--- src/rtl/c4_pkg.sv ---
// Shared types and board geometry defaults for the Connect Four drop controller.
package c4_pkg;

  localparam int unsigned COLS_DEF  = 7;
  localparam int unsigned ROWS_DEF  = 6;
  localparam int unsigned COL_W_DEF = 3;
  localparam int unsigned ROW_W_DEF = 3;
  localparam int unsigned CNT_W     = 6;

  typedef enum logic [2:0] {
    IDLE   = 3'd0,
    CHECK  = 3'd1,
    PLACE  = 3'd2,
    REJECT = 3'd3,
    FULL   = 3'd4
  } drop_state_t;

  typedef logic player_t;
  localparam player_t RED = 1'b0;
  localparam player_t GRN = 1'b1;

  typedef logic [ROW_W_DEF-1:0] height_t;

endpackage

--- src/rtl/column_drop_ctrl_if.sv ---
// Drop request / placement bus between the game front end (master) and the drop controller (slave).
interface column_drop_ctrl_if
  import c4_pkg::*;
#(
  parameter int unsigned COL_W = COL_W_DEF,
  parameter int unsigned ROW_W = ROW_W_DEF
);

  logic               drop_req;
  logic [COL_W-1:0]   drop_col;
  logic               drop_ready;
  logic               place_valid;
  logic [COL_W-1:0]   place_col;
  logic [ROW_W-1:0]   place_row;
  player_t            place_player;
  logic               reject;
  player_t            cur_player;
  logic               board_full;
  logic [CNT_W-1:0]   move_count;

  modport master (
    output drop_req, drop_col,
    input  drop_ready, place_valid, place_col, place_row, place_player,
           reject, cur_player, board_full, move_count
  );

  modport slave (
    input  drop_req, drop_col,
    output drop_ready, place_valid, place_col, place_row, place_player,
           reject, cur_player, board_full, move_count
  );

endinterface

--- src/rtl/drop_input_sync.sv ---
// Two-flop synchroniser plus rising-edge detector for an asynchronous drop button.
module drop_input_sync (
  input  logic clk,
  input  logic reset,
  input  logic level,
  output logic rise_c
);

  logic [2:0] sh;

  always_ff @(posedge clk) begin
    if (reset) sh <= '0;
    else       sh <= {sh[1:0], level};
  end

  // sh[1] is the synchronised level, sh[2] its previous value
  assign rise_c = sh[1] & ~sh[2];

endmodule

--- src/rtl/column_drop_ctrl.sv ---
// Column drop controller: finds the lowest free row, emits placements, tracks turns and fullness.
// Optional COLUMN_DROP_SYNC_EN: treat drop_req as an asynchronous button level.
module column_drop_ctrl
  import c4_pkg::*;
#(
  parameter int unsigned COLS  = COLS_DEF,
  parameter int unsigned ROWS  = ROWS_DEF,
  parameter int unsigned COL_W = COL_W_DEF,
  parameter int unsigned ROW_W = ROW_W_DEF
) (
  input  logic               clk,
  input  logic               reset,
  column_drop_ctrl_if.slave  bus
);

  localparam int unsigned CELLS = ROWS * COLS;

  logic req;

`ifdef COLUMN_DROP_SYNC_EN
  drop_input_sync u_sync (
    .clk    (clk),
    .reset  (reset),
    .level  (bus.drop_req),
    .rise_c (req)
  );
`else
  assign req = bus.drop_req;
`endif

  drop_state_t        state, state_nxt;
  logic [COL_W-1:0]   col_q;
  logic [ROW_W-1:0]   heights [COLS];
  logic [ROW_W-1:0]   height_sel;
  logic               col_ok;
  logic               col_full;

  logic               drop_ready, place_valid, reject, board_full;
  logic               ready_nxt, valid_nxt, reject_nxt, full_nxt;
  logic [COL_W-1:0]   place_col;
  logic [ROW_W-1:0]   place_row;
  player_t            place_player, cur_player;
  logic [CNT_W-1:0]   move_count;

  // Height of the latched column; out-of-range columns read as empty and are rejected
  always_comb begin
    height_sel = '0;
    col_ok     = (32'(col_q) < COLS);
    for (int i = 0; i < int'(COLS); i++) begin
      if (col_q == COL_W'(i)) height_sel = heights[i];
    end
    col_full = (height_sel == ROW_W'(ROWS));
  end

  always_ff @(posedge clk) begin
    if (reset) state <= IDLE;
    else       state <= state_nxt;
  end

  always_comb begin
    state_nxt = state;
    case (state)
      IDLE:    if (req) state_nxt = CHECK;
      CHECK:   state_nxt = (!col_ok || col_full) ? REJECT : PLACE;
      PLACE:   state_nxt = ((32'(move_count) + 32'd1) == CELLS) ? FULL : IDLE;
      REJECT:  state_nxt = IDLE;
      FULL:    state_nxt = FULL;
      default: state_nxt = IDLE;
    endcase
  end

  // Status outputs are registered copies of the decoded next state
  always_comb begin
    ready_nxt  = 1'b0;
    valid_nxt  = 1'b0;
    reject_nxt = 1'b0;
    full_nxt   = 1'b0;
    case (state_nxt)
      IDLE:    ready_nxt  = 1'b1;
      PLACE:   valid_nxt  = 1'b1;
      REJECT:  reject_nxt = 1'b1;
      FULL:    full_nxt   = 1'b1;
      default: ;
    endcase
  end

  always_ff @(posedge clk) begin
    if (reset) begin
      drop_ready   <= 1'b1;
      place_valid  <= 1'b0;
      reject       <= 1'b0;
      board_full   <= 1'b0;
      col_q        <= '0;
      place_col    <= '0;
      place_row    <= '0;
      place_player <= RED;
      cur_player   <= RED;
      move_count   <= '0;
      for (int i = 0; i < int'(COLS); i++) heights[i] <= '0;
    end else begin
      drop_ready  <= ready_nxt;
      place_valid <= valid_nxt;
      reject      <= reject_nxt;
      board_full  <= full_nxt;
      if (state == IDLE && req) col_q <= bus.drop_col;
      if (state == CHECK && state_nxt == PLACE) begin
        place_col    <= col_q;
        place_row    <= height_sel;
        place_player <= cur_player;
      end
      // Commit the move as the placement pulse ends
      if (state == PLACE) begin
        cur_player <= ~cur_player;
        if (32'(move_count) < CELLS) move_count <= move_count + CNT_W'(1);
        for (int i = 0; i < int'(COLS); i++) begin
          if (col_q == COL_W'(i) && heights[i] != ROW_W'(ROWS))
            heights[i] <= heights[i] + ROW_W'(1);
        end
      end
    end
  end

  assign bus.drop_ready   = drop_ready;
  assign bus.place_valid  = place_valid;
  assign bus.place_col    = place_col;
  assign bus.place_row    = place_row;
  assign bus.place_player = place_player;
  assign bus.reject       = reject;
  assign bus.cur_player   = cur_player;
  assign bus.board_full   = board_full;
  assign bus.move_count   = move_count;

endmodule

--- src/flat_wrapper.sv ---
// flat-port wrapper written by rule: the top's interface ports become plain ports
module column_drop_ctrl_flat import c4_pkg::*;
#(
  parameter int unsigned COLS  = COLS_DEF,
  parameter int unsigned ROWS  = ROWS_DEF,
  parameter int unsigned COL_W = COL_W_DEF,
  parameter int unsigned ROW_W = ROW_W_DEF
)
  (clk, reset, bus_drop_req, bus_drop_col, bus_drop_ready, bus_place_valid, bus_place_col, bus_place_row, bus_place_player, bus_reject, bus_cur_player, bus_board_full, bus_move_count);
  column_drop_ctrl_if #(.COL_W(COL_W), .ROW_W(ROW_W)) bus_i ();
  input  logic clk;
  input  logic reset;
  input wire logic [$bits(bus_i.drop_req)-1:0] bus_drop_req;
  input wire logic [$bits(bus_i.drop_col)-1:0] bus_drop_col;
  output wire logic [$bits(bus_i.drop_ready)-1:0] bus_drop_ready;
  output wire logic [$bits(bus_i.place_valid)-1:0] bus_place_valid;
  output wire logic [$bits(bus_i.place_col)-1:0] bus_place_col;
  output wire logic [$bits(bus_i.place_row)-1:0] bus_place_row;
  output wire logic [$bits(bus_i.place_player)-1:0] bus_place_player;
  output wire logic [$bits(bus_i.reject)-1:0] bus_reject;
  output wire logic [$bits(bus_i.cur_player)-1:0] bus_cur_player;
  output wire logic [$bits(bus_i.board_full)-1:0] bus_board_full;
  output wire logic [$bits(bus_i.move_count)-1:0] bus_move_count;
  assign bus_i.drop_req = bus_drop_req;
  assign bus_i.drop_col = bus_drop_col;
  assign bus_drop_ready = bus_i.drop_ready;
  assign bus_place_valid = bus_i.place_valid;
  assign bus_place_col = bus_i.place_col;
  assign bus_place_row = bus_i.place_row;
  assign bus_place_player = bus_i.place_player;
  assign bus_reject = bus_i.reject;
  assign bus_cur_player = bus_i.cur_player;
  assign bus_board_full = bus_i.board_full;
  assign bus_move_count = bus_i.move_count;
  column_drop_ctrl #(.COLS(COLS), .ROWS(ROWS), .COL_W(COL_W), .ROW_W(ROW_W)) u_core (.clk(clk), .reset(reset), .bus(bus_i));
endmodule
--- config.mk ---
export PLATFORM = sky130hd
export DESIGN_NAME = column_drop_ctrl_flat
export DESIGN_NICKNAME = d
export VERILOG_FILES = /design/src/rtl/c4_pkg.sv /design/src/rtl/column_drop_ctrl_if.sv /design/src/rtl/drop_input_sync.sv /design/src/rtl/column_drop_ctrl.sv /design/src/flat_wrapper.sv
export SDC_FILE = /design/constraint.sdc
export NUM_CORES = 1
export LEC_CHECK = 0
export ABC_CLOCK_PERIOD_IN_PS = 2800
export CAP_MARGIN = 10
export CORE_ASPECT_RATIO = 1.2
export CORE_MARGIN = 2
export CORE_UTILIZATION = 35
export CTS_CLUSTER_DIAMETER = 80
export CTS_CLUSTER_SIZE = 14
export DETAILED_ROUTE_END_ITERATION = 6
export PLACE_DENSITY = 0.56
export SLEW_MARGIN = 10
export SYNTH_ARGS = -nofsm -noshare
export SYNTH_HDL_FRONTEND = slang
export SYNTH_SLANG_ARGS = --single-unit
--- constraint.sdc ---
create_clock -name clk -period 2.8 [get_ports clk]
set_clock_uncertainty 0.2 [all_clocks]
set_input_delay 0.28 -clock clk [delete_from_list [all_inputs] [get_ports clk]]
set_output_delay 0.28 -clock clk [all_outputs]
set_load 0.1 [all_outputs]
After elaboration in Yosys (flattened, before gate mapping)
Memories as Yosys holds them, arrays and structs flattened.
Index checks and enable logic that the tools add are counted.
{"block": "classes", "add_sub_neg": 9, "multipliers": 0, "div": 0, "magnitude_cmp": 2, "n_eq_ne": 21, "shift": 0, "muxes": 52, "bitwise_logic": 8, "reduce_logical": 15}
{"op": "$mux 3", "n": 16}
{"op": "$mux 1", "n": 35}
{"op": "$eq 32x6->1 const B", "n": 1}
{"op": "$add 3x1->3 const B", "n": 7}
{"op": "$ne 3x3->1 const B", "n": 7}
{"op": "$eq 3x3->1 const B", "n": 6}
{"op": "$eq 3x2->1 const B", "n": 5}
{"op": "$pmux 3 s4", "n": 1}
{"op": "$logic_and 1x1->1", "n": 9}
{"op": "$logic_not 3->1", "n": 3}
{"op": "$add 6x1->7 const B", "n": 1}
{"op": "$or 1x1->1", "n": 7}
{"op": "$add 6x1->6 const B", "n": 1}
{"op": "$eq 3x1->1 const B", "n": 2}
{"op": "$lt 6x6->1 const B", "n": 1}
{"op": "$lt 3x3->1 const B", "n": 1}
{"op": "$reduce_and 2->1", "n": 1}
{"op": "$logic_not 1->1", "n": 1}
{"op": "$logic_or 1x1->1", "n": 1}
{"op": "$not 1->1", "n": 1}
{"block": "word_totals", "reg_bits": 24, "latch_bits": 0, "ram_bits": 21, "romBits": 0, "in_bits": 6, "out_inout_bits": 18, "wordCells": 119, "n_memories": 1}
{"name": "u_core.heights", "words": 7, "word_bits": 3, "rd": 7, "rd_clocked_by_memory_dff": 0, "write_ports": 7, "line_no": "column_drop_ctrl.sv:33", "rtl": "logic [ROW_W-1:0] heights [COLS];"}

Logic depth before layout (Yosys ltp)
{"block": "depth", "depth_word": 14, "mapped_depth": 8, "ltp_nobuf": 6}

Least setup slack after synthesis
No wires, ideal clock.
{"block": "synth_path", "kind": "register -> register", "from": "register u_core.move_count[1] (netlist: u_core.bus.move_count[1])", "to": "register u_core.drop_ready (netlist: u_core.bus.drop_ready)", "setup_ns": 0.126, "arrival_time_ns": 2.094, "t_required_ns": 2.474, "setup_slack_ns": 0.380, "stages_incl_launch_ff": 7, "n_path_buf": 0, "period_less_slack_ns": 2.420, "cell_sequence": "dfxtp_1 -> ha_1 -> nand2_1 -> a31oi_1 -> o211ai_1 -> o31ai_1 -> o21bai_1"}
{"block": "synth_between", "elab_chain_cells": 6}
{"item": "start, declared", "line_no": "column_drop_ctrl.sv:43", "rtl": "logic [CNT_W-1:0] move_count;"}
{"item": "start signal, assigned", "line_no": "column_drop_ctrl.sv:114", "rtl": "if (32'(move_count) < CELLS) move_count <= move_count + CNT_W'(1);"}
{"item": "$add 6x1->7", "line_no": "column_drop_ctrl.sv:65", "rtl": "PLACE: state_nxt = ((32'(move_count) + 32'd1) == CELLS) ? FULL : IDLE;"}
{"item": "$eq 32x6->1", "line_no": "column_drop_ctrl.sv:65"}
{"item": "$mux 3", "line_no": "column_drop_ctrl.sv:65"}
{"item": "$pmux 3 s4", "line_no": "column_drop_ctrl.sv:62", "rtl": "case (state)"}
{"item": "$logic_not 3->1", "line_no": "column_drop_ctrl.sv:78", "rtl": "case (state_nxt)"}
{"item": "$mux 1", "line_no": "column_drop_ctrl.sv:78"}
{"item": "end signal, assigned", "line_no": "column_drop_ctrl.sv:101", "rtl": "drop_ready <= ready_nxt;"}
{"item": "end, declared", "line_no": "column_drop_ctrl.sv:38", "rtl": "logic drop_ready, place_valid, reject, board_full;"}
Every way passes these cells.
A chain may end at the register's enable or synchronous reset.

Worst setup path after layout
{"block": "layout_path", "from": "register u_core.col_q[1]", "to": "register u_core.place_row[1] (netlist: u_core.bus.place_row[1])"}
{"block": "layout_between", "elab_chain_cells": 14, "word_cells_on_any_way": 22, "cone_classes": "order compare: 1; eq/ne: 8; mux: 9; reduce/logical: 4"}
{"item": "start, declared", "line_no": "column_drop_ctrl.sv:32", "rtl": "logic [COL_W-1:0] col_q;"}
{"item": "start signal, assigned", "line_no": "column_drop_ctrl.sv:105", "rtl": "if (state == IDLE && req) col_q <= bus.drop_col;"}
{"item": "$logic_not 3->1", "line_no": "column_drop_ctrl.sv:50", "rtl": "if (col_q == COL_W'(i)) height_sel = heights[i];"}
{"item": "$mux 3 (7 in a row)", "line_no": "column_drop_ctrl.sv:50"}
{"item": "$eq 3x3->1", "line_no": "column_drop_ctrl.sv:52", "rtl": "col_full = (height_sel == ROW_W'(ROWS));"}
{"item": "$logic_or 1x1->1", "line_no": "column_drop_ctrl.sv:64", "rtl": "CHECK: state_nxt = (!col_ok || col_full) ? REJECT : PLACE;"}
{"item": "$mux 1", "line_no": "column_drop_ctrl.sv:64"}
{"item": "$pmux 3 s4", "line_no": "column_drop_ctrl.sv:62"}
{"item": "$eq 3x2->1", "line_no": "column_drop_ctrl.sv:106", "rtl": "if (state == CHECK && state_nxt == PLACE) begin"}
{"item": "$logic_and 1x1->1", "line_no": "column_drop_ctrl.sv:106"}
{"item": "end signal, assigned", "line_no": "column_drop_ctrl.sv:108", "rtl": "place_row <= height_sel;"}
{"item": "end, declared", "line_no": "column_drop_ctrl.sv:41", "rtl": "logic [ROW_W-1:0] place_row;"}
Parallel ways exist; a longest one is shown, timed or not.

==> metrics.txt <==
# IOs=24; layout cells sized above 1=14.5%; die height=96.5 µm; Skew-Pair Late Insertion Delay=0.30 ns; 1st-pass router iterations=4; Wirelength per Cell=14.8 µm; Synth Flop Type=dfxtp_1; pwr dens=496 nW/µm²; CTS root buf=clkbuf_8; first-pass GRT wire length=8940 µm; CP startpoint=u_core.col_q[1]$_SDFFE_PP0P_; slowest stage delay, CP=0.73 ns; Worst Tran Pin Value=0.628 ns; Max clock buf depth=2; Tcrit/Tclk final=85.3%; Post-synth EDFFs=21; post-cts resize count=0; Synth Register Bits=45; slowest stage cell, crit path=dfxtp_1; Post-Layout Cell Count=362; RR Endpoint=u_core.bus.place_row[1]$_SDFFE_PP0P_; Max VDD drop=0.263 mV; Sw Share=28.0%; CTS clk-pin slew, worst paths=0.08 ns; status=finished, final reports clean; Critical Path RT=2.83 ns; die area=7820 µm²; nature of the critical path endpoint=register; Via density=5.06; clock buffer count from CTS=5; overall power=1420 µW; Post-Syn Area per Cell=9.93 µm²; ANT cells=0; clock tree sinks=45; CORE AREA=6850 µm²; min cycle time layout=2.39 ns; dpl hpwl=4040 µm; yosys warns=0; # DRC=0; Rel. slew slack=58.1%; Initial DRC Count=81; std cell rows=33; reg-to-reg slack, setup=0.41 ns; worst reg2reg startpoint=u_core.col_q[1]$_SDFFE_PP0P_; vias in the first global route=1751; critical path buffer and inverter count=0; P&R area growth vs syn=15.3%; Cell Chain, Critical Path=mux4_2, mux2_4, or4b_1, a31oi_1; hold_buf cts=0; sequential power share=52.4%; grt ovf=0; Clk pwr share=31.5%; initial antenna violation count=0; count of cell types in the netlist=50; antenna-violating nets left=0; Placer Congestion=0.864; dpl cells=354; initial core utilization=36.4%; register area share after synthesis=44.6%; CP delay by family, top=multiplexers; unrepaired setup endpoints after global routing=false; Worst setup SP type=register; worst hold stages=2; Final Slew Violations=0; PortBufs=23; gr usage total=15.0%; Fmax=419 MHz; final setup violation count=0; largest net degree at the start of global routing=35; Gate power share=16.1%; Syn Inst Count=251; vias after detailed routing=1833; Post-CTS Setup Inserts=0; Detailed Route WL=5360 µm; Hold Slack=0.283 ns; setup TNS=0 ns; Async SR Flop Fraction=0%; Netlist Area Pre-Place=2490 µm²; reg2reg path depth=4; TritonCTS clock tree=yes; post-synth net total=273; Pleak=0.00115 µW; hold path endpoint=u_core.bus.place_col[0]$_SDFFE_PP0P_; Hold Crit Start=u_core.bus.place_col[0]$_SDFFE_PP0P_; cell internal pwr=1020 µW; Worst Hold Class=register to register; final hold vios=0; FILL cells=701; Crit path arrival time=2.42 ns; critical path class=register to register; fin nets=296; CP Max Fanout=16; # H-tree levels=2; total of max-cap violations=0; Switching Power=399 µW; Final Core Density=41.9%; Die Span X=81.1 µm
==> tightest hold or removal path, delay by kind of cell (launching register included) <==
kind	cells	cell delay [ns]
flip-flops	1	0.32
AND/OR/NAND/NOR	1	0.06
multiplexers	1	0.06
==> worst max path at each step <==
stage	to	slack, ns	depth (start not counted)
after global routing	u_core.bus.place_valid$_SDFF_PP0_	0.24	5
after CTS	u_core.bus.place_col[1]$_SDFFE_PP0P_	0.41	6
after detailed placement	u_core.bus.place_row[2]$_SDFFE_PP0P_	0.43	6
final	u_core.bus.place_row[1]$_SDFFE_PP0P_	0.41	4
after floorplan	u_core.bus.drop_ready$_SDFF_PP1_	0.38	6
after global placement	u_core.bus.place_valid$_SDFF_PP0_	0.45	4
==> synth_stat cells, drive strengths merged, types with 5 or more instances <==
cell	count	area share, %
a21oi	11	2.4
clkbuf	8	1.2
dfxtp	24	19
edfxtp	21	25
ha	16	8.0
inv	14	2.1
mux2i	11	4.4
nand2	11	1.7
nand2b	11	2.8
nand3	7	1.4
nor2	39	5.9
nor2b	6	1.8
o21ai	5	1.0
xnor2	9	3.2
==> layout make-up <==
type	instances	area [µm²]	area share [%]
timing repair buffer	28	223	7.75
sequential	45	1110	38.7
clock buffer	7	97.6	3.40
tap	87	109	3.79
clock inverter	1	3.75	0.131
multi-input combinational	180	1280	44.4
inverter	14	52.6	1.83
==> flip-flops by register name (all words and copies together), names as in the netlist <==
name                     flops
u_core.bus.board_full        1
u_core.bus.cur_player        1
u_core.bus.drop_ready        1
u_core.bus.move_count        6
u_core.bus.place_col         3
u_core.bus.place_player      1
u_core.bus.place_row         3
u_core.bus.place_valid       1
u_core.bus.reject            1
u_core.col_q                 3
u_core.heights              21
u_core.state                 3
==> cells in the final DEF, fill, tap and decap left out, types with 3 or more instances in the layout <==
cell              n
nand3_1           7
edfxtp_1         21
o21ai_0           4
buf_4            23
a31o_2            3
o21a_1            4
nor2_1           39
dfxtp_1          24
xor2_1            3
nand2_1          11
xnor2_1           9
mux2i_1          11
nand2b_1         11
o211ai_1          3
inv_1            14
a31oi_1           3
ha_1             16
clkbuf_8          5
mux2_1            3
nor2b_1           5
clkdlybuf4s50_1   5
a21oi_1          10
==> cells by family (layout without fill, tap and decap cells) <==
logic type	count (synthesis)	in the layout	synth area share (%)
compound gates	47	47	14.0
xor+xnor	12	12	4.22
fa+ha+maj	16	16	8.03
buf+inv	26	50	4.21
flops	45	45	44.6
mux	16	16	7.28
simple gates	89	89	17.7
==> per-stage QoR <==
stage	instance area (µm²)	setup WS, ns
after floorplan	2490	0.380
after global placement	2770	0.450
after detailed placement	2770	0.430
after CTS	2870	0.408
after global routing	2870	0.237
final	2870	0.411
==> layer usage <==
layer	vias to the layer above	track usage, %	share of wire [%]
li1	926	-	-
met1	880	18.9	46
met2	23	25.8	50
met3	4	2.88	2.8
met4	0	4.66	1.4
met5	-	0	0
==> power groups by stage <==
stage	sequential, µW	combinational (µW)	clock (µW)
after floorplan	800	133	0
after global placement	762	228	0
after detailed placement	762	230	0
after CTS	747	231	464
after global routing	752	251	489
final	747	229	448
Power figures use the tool's default switching activity.
